==> config.mk <==
export PLATFORM = sky130hd
export DESIGN_NAME = pe_inject_ni_flat
export DESIGN_NICKNAME = d
export VERILOG_FILES = /design/src/rtl/pe_inject_ni_pkg.sv /design/src/rtl/pe_inject_ni_if.sv /design/src/rtl/pe_inject_ni_fifo.sv /design/src/rtl/pe_inject_ni.sv /design/src/flat_wrapper.sv
export SDC_FILE = /design/constraint.sdc
export NUM_CORES = 1
export LEC_CHECK = 0
export BUFFER_PORTS_ARGS = -buffer_cell sky130_fd_sc_hd__buf_2
export CAP_MARGIN = 5
export CORE_MARGIN = 2
export CORE_UTILIZATION = 64
export DETAILED_ROUTE_END_ITERATION = 10
export PLACE_DENSITY_LB_ADDON = 0.08
export SETUP_SLACK_MARGIN = 0.02
export SLEW_MARGIN = 20
export SYNTH_ARGS = -nofsm -noshare
export SYNTH_HDL_FRONTEND = slang
export SYNTH_SLANG_ARGS = --single-unit
==> constraint.sdc <==
create_clock -name clk -period 7.4 [get_ports clk]
set_input_delay 0.74 -clock clk [delete_from_list [all_inputs] [get_ports clk]]
set_output_delay 0.74 -clock clk [all_outputs]
set_load 0.01 [all_outputs]
==> src/rtl/pe_inject_ni_pkg.sv <==
// Shared flit format and per-VC packet state for the PE injection interface.
package pe_inject_ni_pkg;
  localparam int DATAW    = 31;  // flit MSB index
  localparam int VCHW     = 0;   // VC id MSB index
  localparam int TYPE_MSB = 31;
  localparam int TYPE_LSB = 30;

  typedef enum logic [1:0] {
    TYPE_BODY     = 2'd0,
    TYPE_HEAD     = 2'd1,
    TYPE_TAIL     = 2'd2,
    TYPE_HEADTAIL = 2'd3
  } flit_type_e;

  typedef enum logic {IDLE = 1'b0, PKT = 1'b1} vc_state_e;
endpackage

==> src/rtl/pe_inject_ni_if.sv <==
// PE-facing send handshake plus router-facing flit/credit bus of the NI.
interface pe_inject_ni_if import pe_inject_ni_pkg::*; #(parameter int VCH = 2);
  logic           req;
  logic           grt;
  logic [DATAW:0] idata;
  logic           ivalid;
  logic [VCHW:0]  ivch;
  logic [DATAW:0] odata;
  logic           ovalid;
  logic [VCHW:0]  ovch;
  logic [VCH-1:0] icredit;

  modport master (output req, idata, ivalid, ivch, icredit,
                  input  grt, odata, ovalid, ovch);
  modport slave  (input  req, idata, ivalid, ivch, icredit,
                  output grt, odata, ovalid, ovch);
endinterface

==> src/rtl/pe_inject_ni_fifo.sv <==
// Per-VC synchronous FIFO; reads are combinational from the head slot, no write bypass.
module ni_vc_fifo #(
  parameter int W     = 32,
  parameter int DEPTH = 4,
  localparam int AW   = $clog2(DEPTH)
) (
  input  logic         clk,
  input  logic         rst,
  input  logic         wr_en,
  input  logic [W-1:0] wdata,
  input  logic         rd_en,
  output logic [W-1:0] rdata,
  output logic         full,
  output logic         empty,
  output logic [AW:0]  free
);
  localparam logic [AW:0] DEPTH_W = (AW+1)'(DEPTH);

  logic [W-1:0] mem [DEPTH];
  logic [AW:0]  wr_ptr, rd_ptr, count;

  // Extra pointer bit distinguishes full from empty.
  assign count = wr_ptr - rd_ptr;
  assign full  = count == DEPTH_W;
  assign empty = count == '0;
  assign free  = DEPTH_W - count;
  assign rdata = mem[rd_ptr[AW-1:0]];

  always_ff @(posedge clk) begin
    if (rst) begin
      wr_ptr <= '0;
      rd_ptr <= '0;
    end else begin
      if (wr_en) wr_ptr <= wr_ptr + 1'b1;
      if (rd_en) rd_ptr <= rd_ptr + 1'b1;
    end
  end

  always_ff @(posedge clk) begin
    if (wr_en) mem[wr_ptr[AW-1:0]] <= wdata;
  end
endmodule

==> src/rtl/pe_inject_ni.sv <==
// Local-port injection NI: grants the PE, buffers flits per VC, forwards round-robin under credits.
module pe_inject_ni import pe_inject_ni_pkg::*; #(
  parameter int VCH     = 2,
  parameter int DEPTH   = 4,
  parameter int CREDITS = 4,
  localparam int FW     = $clog2(DEPTH) + 1,
  localparam int CW     = $clog2(CREDITS + 1),
  localparam int PW     = (VCH > 1) ? $clog2(VCH) : 1
) (
  input  logic        clk,
  input  logic        rst,
  pe_inject_ni_if.slave ni,
  output logic [15:0] pkt_cnt,
  output logic        err
);
  logic [VCH-1:0][DATAW:0] rdata;
  logic [VCH-1:0][FW-1:0]  free;
  logic [VCH-1:0][CW-1:0]  credit;
  logic [VCH-1:0]          full, empty, wr, rd, elig;
  vc_state_e               state [VCH];
  logic [PW-1:0]           rr, win;
  logic                    send, roomy, drop, in_start;
  flit_type_e              in_type, out_type;

  // Two free slots per VC absorb flits the PE already has in flight.
  always_comb begin
    roomy = 1'b1;
    for (int v = 0; v < VCH; v++)
      if (free[v] < FW'(2)) roomy = 1'b0;
  end
  assign ni.grt = ni.req && roomy;

  assign in_type  = flit_type_e'(ni.idata[TYPE_MSB:TYPE_LSB]);
  assign in_start = (in_type == TYPE_HEAD) || (in_type == TYPE_HEADTAIL);
  assign out_type = flit_type_e'(rdata[win][TYPE_MSB:TYPE_LSB]);
  assign drop     = ni.ivalid && !(|wr);

  for (genvar v = 0; v < VCH; v++) begin : g_vc
    // A full FIFO still accepts when it is being read in the same cycle.
    assign wr[v]   = ni.ivalid && (int'(ni.ivch) == v) && (!full[v] || rd[v]);
    assign rd[v]   = send && (int'(win) == v);
    assign elig[v] = !empty[v] && (credit[v] != '0);

    ni_vc_fifo #(.W(DATAW + 1), .DEPTH(DEPTH)) u_fifo (
      .clk   (clk),
      .rst   (rst),
      .wr_en (wr[v]),
      .wdata (ni.idata),
      .rd_en (rd[v]),
      .rdata (rdata[v]),
      .full  (full[v]),
      .empty (empty[v]),
      .free  (free[v])
    );
  end

  // Scan from the highest offset down so the closest eligible VC after rr wins.
  always_comb begin
    send = 1'b0;
    win  = rr;
    for (int i = VCH - 1; i >= 0; i--) begin
      if (elig[(int'(rr) + i) % VCH]) begin
        send = 1'b1;
        win  = PW'((int'(rr) + i) % VCH);
      end
    end
  end

  always_ff @(posedge clk) begin
    if (rst) begin
      ni.odata  <= '0;
      ni.ovalid <= 1'b0;
      ni.ovch   <= '0;
      pkt_cnt   <= '0;
      err       <= 1'b0;
      rr        <= '0;
      for (int v = 0; v < VCH; v++) begin
        credit[v] <= CW'(CREDITS);
        state[v]  <= IDLE;
      end
    end else begin
      ni.ovalid <= send;
      if (send) begin
        ni.odata <= rdata[win];
        ni.ovch  <= (VCHW+1)'(win);
        rr       <= PW'((int'(win) + 1) % VCH);
        if (out_type == TYPE_TAIL || out_type == TYPE_HEADTAIL) pkt_cnt <= pkt_cnt + 1'b1;
      end
      if (drop) err <= 1'b1;
      for (int v = 0; v < VCH; v++) begin
        // Mis-sequenced flits are kept; the FSM resynchronises to the flit type.
        if (wr[v]) begin
          if ((state[v] == PKT) == in_start) err <= 1'b1;
          state[v] <= (in_type == TYPE_HEAD || in_type == TYPE_BODY) ? PKT : IDLE;
        end
        if (rd[v] && !ni.icredit[v]) begin
          credit[v] <= credit[v] - 1'b1;
        end else if (ni.icredit[v] && !rd[v]) begin
          if (credit[v] == CW'(CREDITS)) err <= 1'b1;
          else                           credit[v] <= credit[v] + 1'b1;
        end
      end
    end
  end
endmodule

==> src/flat_wrapper.sv <==
// flat-port wrapper written by rule: the top's interface ports become plain ports
module pe_inject_ni_flat import pe_inject_ni_pkg::*;
#(
  parameter int VCH     = 2,
  parameter int DEPTH   = 4,
  parameter int CREDITS = 4,
  localparam int FW     = $clog2(DEPTH) + 1,
  localparam int CW     = $clog2(CREDITS + 1),
  localparam int PW     = (VCH > 1) ? $clog2(VCH) : 1
)
  (clk, rst, pkt_cnt, err, ni_req, ni_idata, ni_ivalid, ni_ivch, ni_icredit, ni_grt, ni_odata, ni_ovalid, ni_ovch);
  pe_inject_ni_if #(.VCH(VCH)) ni_i ();
  input  logic clk;
  input  logic rst;
  output logic [15:0] pkt_cnt;
  output logic err;
  input wire logic [$bits(ni_i.req)-1:0] ni_req;
  input wire logic [$bits(ni_i.idata)-1:0] ni_idata;
  input wire logic [$bits(ni_i.ivalid)-1:0] ni_ivalid;
  input wire logic [$bits(ni_i.ivch)-1:0] ni_ivch;
  input wire logic [$bits(ni_i.icredit)-1:0] ni_icredit;
  output wire logic [$bits(ni_i.grt)-1:0] ni_grt;
  output wire logic [$bits(ni_i.odata)-1:0] ni_odata;
  output wire logic [$bits(ni_i.ovalid)-1:0] ni_ovalid;
  output wire logic [$bits(ni_i.ovch)-1:0] ni_ovch;
  assign ni_i.req = ni_req;
  assign ni_i.idata = ni_idata;
  assign ni_i.ivalid = ni_ivalid;
  assign ni_i.ivch = ni_ivch;
  assign ni_i.icredit = ni_icredit;
  assign ni_grt = ni_i.grt;
  assign ni_odata = ni_i.odata;
  assign ni_ovalid = ni_i.ovalid;
  assign ni_ovch = ni_i.ovch;
  pe_inject_ni #(.VCH(VCH), .DEPTH(DEPTH), .CREDITS(CREDITS)) u_core (.clk(clk), .rst(rst), .ni(ni_i), .pkt_cnt(pkt_cnt), .err(err));
endmodule
[After elaboration in Yosys (flattened, before gate mapping)]
Memories as Yosys holds them, arrays and structs flattened. A register that Yosys moved wholly into a read port is not among the register bits.
Cells that the tools add are included.
Word-level totals
  memories kept: 3
  output and inout bits: 52
  input port bits: 39
  register bits: 70
  RAM bits: 258
Memories
  u_core.g_vc[0].u_fifo.mem: words 4, bits a word 32, read ports 1, clocked after memory_dff 1, wr ports 1, line pe_inject_ni_fifo.sv:19  | logic [W-1:0] mem [DEPTH];
  u_core.g_vc[1].u_fifo.mem: words 4, bits a word 32, read ports 1, clocked after memory_dff 1, wr ports 1, line pe_inject_ni_fifo.sv:19
  u_core.state: words 2, bits a word 1, read ports 2, clocked after memory_dff 0, wr ports 2, line pe_inject_ni.sv:20  | vc_state_e state [VCH];
Operators by class
  eq/ne operators: 12
  $add $sub $neg: 15
  $lt $le $gt $ge: 5
  bitwise operators: 5
  multiplexer cells: 48
  reductions and logical operators: 39
Operators by type and width (number)
  2-to-1 mux 32 bit: 2
  2-to-1 mux 1 bit: 36
  adder 3 x 1 -> 3 bit, second input constant: 6
  2-to-1 mux 3 bit: 6
  adder 16 x 1 -> 16 bit, second input constant: 1
  logical AND 1 bit: 14
  equality test 3 bit, second input constant: 4
  logical NOT 1 bit: 9
  2-to-1 mux 2 bit: 4
  equality test 2 bit, second input constant: 3
  logical NOT 3 bit: 2
  less-than comparator 3 x 2 -> 1 bit, second input constant: 2
  AND reduction 2 bit: 3
  nonzero test 3 bit: 2
  subtractor 3 x 1 -> 3 bit, second input constant: 2
  subtractor 3 bit: 2
  subtractor 3 bit, first input constant: 2
  logical OR 1 bit: 5
  less-than comparator 1 x 2 -> 1 bit, second input constant: 2
  != test 2 x 1 -> 1 bit, second input constant: 2
  nonzero test 2 bit: 2
  less-than comparator 2 x 3 -> 1 bit, second input constant: 1
  adder 1 bit, second input constant: 2
  equality test 1 bit: 2
  6 further kinds: 8

[Depth between registers and ports, before layout]
  word-level depth: 28
  mapped depth: 15
  depth with buffers taken out: 14

[Modules after synthesis]
Synthesis repeated with hierarchy kept, for this count alone.
Second synthesis, totals
  cell total of the unflattened synthesis: 738
  area total of the unflattened synthesis: 12909.9 sq um
Modules (own cells, without submodules)
  ni_vc_fifo: times used 2, cells an instance 212, area each 5122.4 sq um
  pe_inject_ni: times used 1, cells an instance 314, area each 2665.1 sq um

[Least setup slack after synthesis]
OpenSTA, ideal clock, no wires.
  path type: flip-flop to flip-flop
  start point: register u_core.g_vc[0].u_fifo.wr_ptr[0]
  end point: memory u_core.g_vc[1].u_fifo.mem[3][0], enable pin
  cell stages (with the launch flop): 11
  slack: 2293 ps
  arrival: 4632 ps
  period minus slack after synthesis: 5107 ps
  required time: 6925 ps
  path through: dfxtp_1 > inv_1 > ha_1 > fa_1 > xnor2_1 > xor2_1 > ha_1 > o311a_1 > buf_4 > inv_2 > a211oi_1
Between the ends
  cells in the longest elaborated chain, start to end: 14
  elaborated cells on any way between the ends: 18
  classes of those cells: add/sub: 1; mux: 11; reduce/logical: 6
Ends and longest elaborated chain
  from (decl): line pe_inject_ni_fifo.sv:20  | logic [AW:0] wr_ptr, rd_ptr, count;
  from (signal assigned): line pe_inject_ni_fifo.sv:34  | if (wr_en) wr_ptr <= wr_ptr + 1'b1;
  subtractor 3 bit *: line pe_inject_ni_fifo.sv:23  | assign count = wr_ptr - rd_ptr;
  logical NOT 3 bit *: line pe_inject_ni_fifo.sv:25  | assign empty = count == '0;
  logical NOT 1 bit *: line pe_inject_ni.sv:42  | assign elig[v] = !empty[v] && (credit[v] != '0);
  logical AND 1 bit *: line pe_inject_ni.sv:42
  2-to-1 mux 1 bit (not written as such) (3 in series): line pe_inject_ni.sv:62  | if (elig[(int'(rr) + i) % VCH]) begin
  2-to-1 mux 1 bit (2 in series): line pe_inject_ni.sv:62
  logical AND 1 bit *: line pe_inject_ni.sv:41  | assign rd[v] = send && (int'(win) == v);
  logical OR 1 bit *: line pe_inject_ni.sv:40  | assign wr[v] = ni.ivalid && (int'(ni.ivch) == v) && (!full[v] || rd[v]);
  logical AND 1 bit *: line pe_inject_ni.sv:40
  2-to-1 mux 1 bit *: line pe_inject_ni_fifo.sv:40  | if (wr_en) mem[wr_ptr[AW-1:0]] <= wdata;
  2-to-1 mux 1 bit (not written as such) *: line pe_inject_ni_fifo.sv:40
  to (decl): line pe_inject_ni_fifo.sv:19
Mark *: on every way between the ends. The rest lies on a longest branch, timed or not. The select of a mux whose other input is x is not followed.

[Worst setup path in the final report]
  start point: register u_core.g_vc[0].u_fifo.wr_ptr[0]
  end point: memory u_core.g_vc[1].u_fifo.mem[0][0], enable pin
Same word-level chain as after synthesis.

==> summary.txt <==
Outcome
  • Status: finished clean

Critical path
  • Most frequent CP cell: ha_1
  • Worst EP arrival: 4780 ps
  • Crit start category: flop
  • CP Max Fanout: 36
  • CP endpoint kind: flop
  • CP Launch Point: u_core.g_vc[0].u_fifo.wr_ptr[0]
  • Critical path class: flop to flop
  • CP cell instances: inv_1 -> ha_1 -> fa_1 -> xnor2_1 -> xor2_1 -> ha_1 -> o311a_1 -> inv_2 -> a21oi_1 -> and2_2
  • CP max stage cell: and2_2
  • Crit Reg-Reg Startpoint: u_core.g_vc[0].u_fifo.wr_ptr[0]
  • Max incr delay on CP: 840 ps
  • Worst Path Required: 7530 ps

Routing
  • WL final: 25100 microns
  • Routed length per placed instance: 22.3 microns
  • Drt initial violations: 491
  • DRC Markers: 0
  • Vias per cell: 6.10
  • Total iterations of the first detailed-routing run: 4
  • Detail Route Antenna Nets: 0
  • Vias: 6873

Synthesis
  • Share of the synthesized area in the top cell type: 0.607
  • Post-Synth Simple-Gate Area: 0.0581
  • Syn. warnings: 0
  • Mux cell area share after synthesis: 0.118
  • #FFs+latches synth: 332
  • Biggest area consumer among synthesized cells: edfxtp_1
  • Post-synth EDFFs: 258
  • Synth unique cells: 44
  • Synth Area in XOR/XNOR: 0.0117
  • Syn_nets: 805
  • Ys flop type: edfxtp_1
  • Post-Synth Adder-Cell Area: 0.0288
  • Post-Syn Instances: 739
  • Leading cell type by number of instances after synthesis: edfxtp_1
  • Main combinational cell family by area after synthesis: multiplexers
  • Leading post-synthesis cells by instance count: 258 x edfxtp_1, 74 x dfxtp_1, 64 x mux4_2
  • Seq/Total Area, Yosys: 0.724
  • Async S/R FF share, synth: 0
  • Synth top area cells: edfxtp_1 61%, dfxtp_1 12%, mux4_2 11%
  • Synth Cell Area: 12800 sq um
  • Compound-cell area share of the yosys netlist: 0.0411
  • Post-Syn Area per Cell: 17.3 sq um

Die
  • Die W: 145 microns
  • Site row count: 51
  • Die H: 145 microns
  • IO Pins: 91
  • Core area: 19500 sq um
  • Die area: 21100 sq um
  • Initial Utilization: 0.653

CTS
  • Clock transition at path regs: 60 ps
  • Maximum level of the CTS H-tree: 2
  • CTS tree: done
  • Hold buffer count at CTS: 0
  • Clock buffer count from CTS: 34
  • Maximum root-to-sink buffer count: 3
  • Post-CTS sizing: 0
  • Worst-Skew Late Latency: 510 ps
  • Sink Count: 332
  • Root buf cell: clkbuf_16
  • Number of setup buffers added after CTS: 0

Timing
  • Clock period minus worst slack: 4660 ps
  • Setup-failing EPs final: 0
  • Min setup slack post-route: 2740 ps
  • Max-slew headroom: 0.232
  • RSZ-0062 raised after global routing: false
  • Worst-Margin Slew: 1150 ps
  • Slew Viols, Final: 0
  • Final Hold Viols: 0
  • Max Clock Freq: 215 MHz
  • Setup Skew: 13.1 ps
  • TNS Setup: 0 ps
  • Fin crit share: 0.629

Finish
  • Finished Cell Area: 14600 sq um
  • Layout area overhead: 14.1%
  • Nets: 902
  • # fillers: 1212
  • Layout cells sized above 1: 0.266

Global routing
  • Initial antenna violation count: 1
  • Vias in the first global route: 7271
  • Gr ovfl total: 0
  • Largest net degree at the start of global routing: 78
  • All-layer global routing usage: 0.247
  • First-pass GRT wire length: 39900 microns

Placement
  • Cell Area, Placed: 13500 sq um
  • Pre-CTS setup slack: 2800 ps
  • DP HPWL: 14200 microns
  • IO Port Bufs: 90
  • Placer Congestion: 0.773

Flow run
  • Max cap viols: 0

Power
  • LEAKAGE: 5.01 nW
  • Final total power: 5.70 mW
  • Maximum vdd ir drop: 229 uV
  • P per Cell Area: 391 nW/um^2

Hold path
  • Hold Path Class: flop to flop
  • Hold_sp: u_core.ni.odata[31]
[per-stage QoR]
stage | hold slack [ps] | util | cells
after CTS | 457 | 0.745 | 1125
final | 454 | 0.745 | 1126
after global routing | 492 | 0.745 | 1125
after floorplan | 481 | - | 739
after detailed placement | 449 | 0.690 | 1065
after global placement | 441 | 0.690 | 1065
[flip-flops by register name, summed over array words and instances, names as in the netlist, named ones only]
| signal | cells |
|---|---|
| u_core.g_vc.u_fifo.rd_ptr | 6 |
| u_core.credit | 6 |
| u_core.ni.ovalid | 1 |
| u_core.ni.ovch | 1 |
| u_core.rr | 1 |
| u_core.state | 2 |
| u_core.ni.odata | 32 |
| u_core.g_vc.u_fifo.wr_ptr | 6 |
| u_core.pkt_cnt | 16 |
| u_core.g_vc.u_fifo.mem | 256 |
| u_core.err | 1 |
[worst max-delay path, delay by kind of cell, from the launching register on]
kind	cells	cell delay, ps
simple gates	1	840
compound gates	2	1030
flops	1	410
xor+xnor	2	430
fa+ha+maj	3	1010
buf+inv	2	550
[layer usage]
metal | wire length, microns | track usage | vias up
met4 | 492 | 0.0750 | 0
met2 | 12900 | 0.418 | 210
met3 | 1410 | 0.0557 | 40
li1 | - | - | 3089
met1 | 10300 | 0.325 | 3534
met5 | 0 | 0 | -
[power by group]
part	switching [mW]	leakage [nW]	internal, mW
Sequential	0.0993	2.95	2.23
Clock	0.656	0.523	0.966
Combinational	1.08	1.53	0.663
Total	1.84	5.01	3.86
[cell families after synthesis]
kind of cell    count (synthesis)
fa+ha+maj                      27
compound gates                 81
simple gates                  151
mux                            70
flops                         332
xor+xnor                       17
buf+inv                        61
[cell type report]
cell class,count,area (sq um),share of cell area
antenna,1,2.50,0.000172
clock buffer,50,993,0.0682
clock inverter,10,77.6,0.00533
inverter,25,93.8,0.00645
multi-input combinational,346,3320,0.228
sequential,332,9230,0.634
tap,265,332,0.0228
timing repair buffer,97,503,0.0346
[placed cells by master (no fill, tap or decap), types with 6 or more instances in the layout]
cell type / n
a21oi_1: 23
and2_2: 6
buf_2: 90
buf_4: 7
clkbuf_1: 10
clkbuf_16: 36
dfxtp_1: 72
edfxtp_1: 258
ha_1: 23
inv_1: 24
mux4_2: 64
nand2_1: 15
nor2_1: 55
nor3_1: 38
o21ai_0: 12
o22ai_1: 31
or3_1: 9
xnor2_1: 10
xor2_1: 7
[path summary, 6_finish.rpt]
path	to	slack, ps	cells past startpoint
hold reg to reg	u_core.ni.odata[31]	450	2
setup / recovery	u_core.g_vc[1].u_fifo.mem[0][0]	2740	10
hold / removal	u_core.ni.odata[31]	450	2
setup reg to reg	u_core.g_vc[1].u_fifo.mem[0][0]	2740	10
Note: power is estimated with default switching activity, not from simulation.
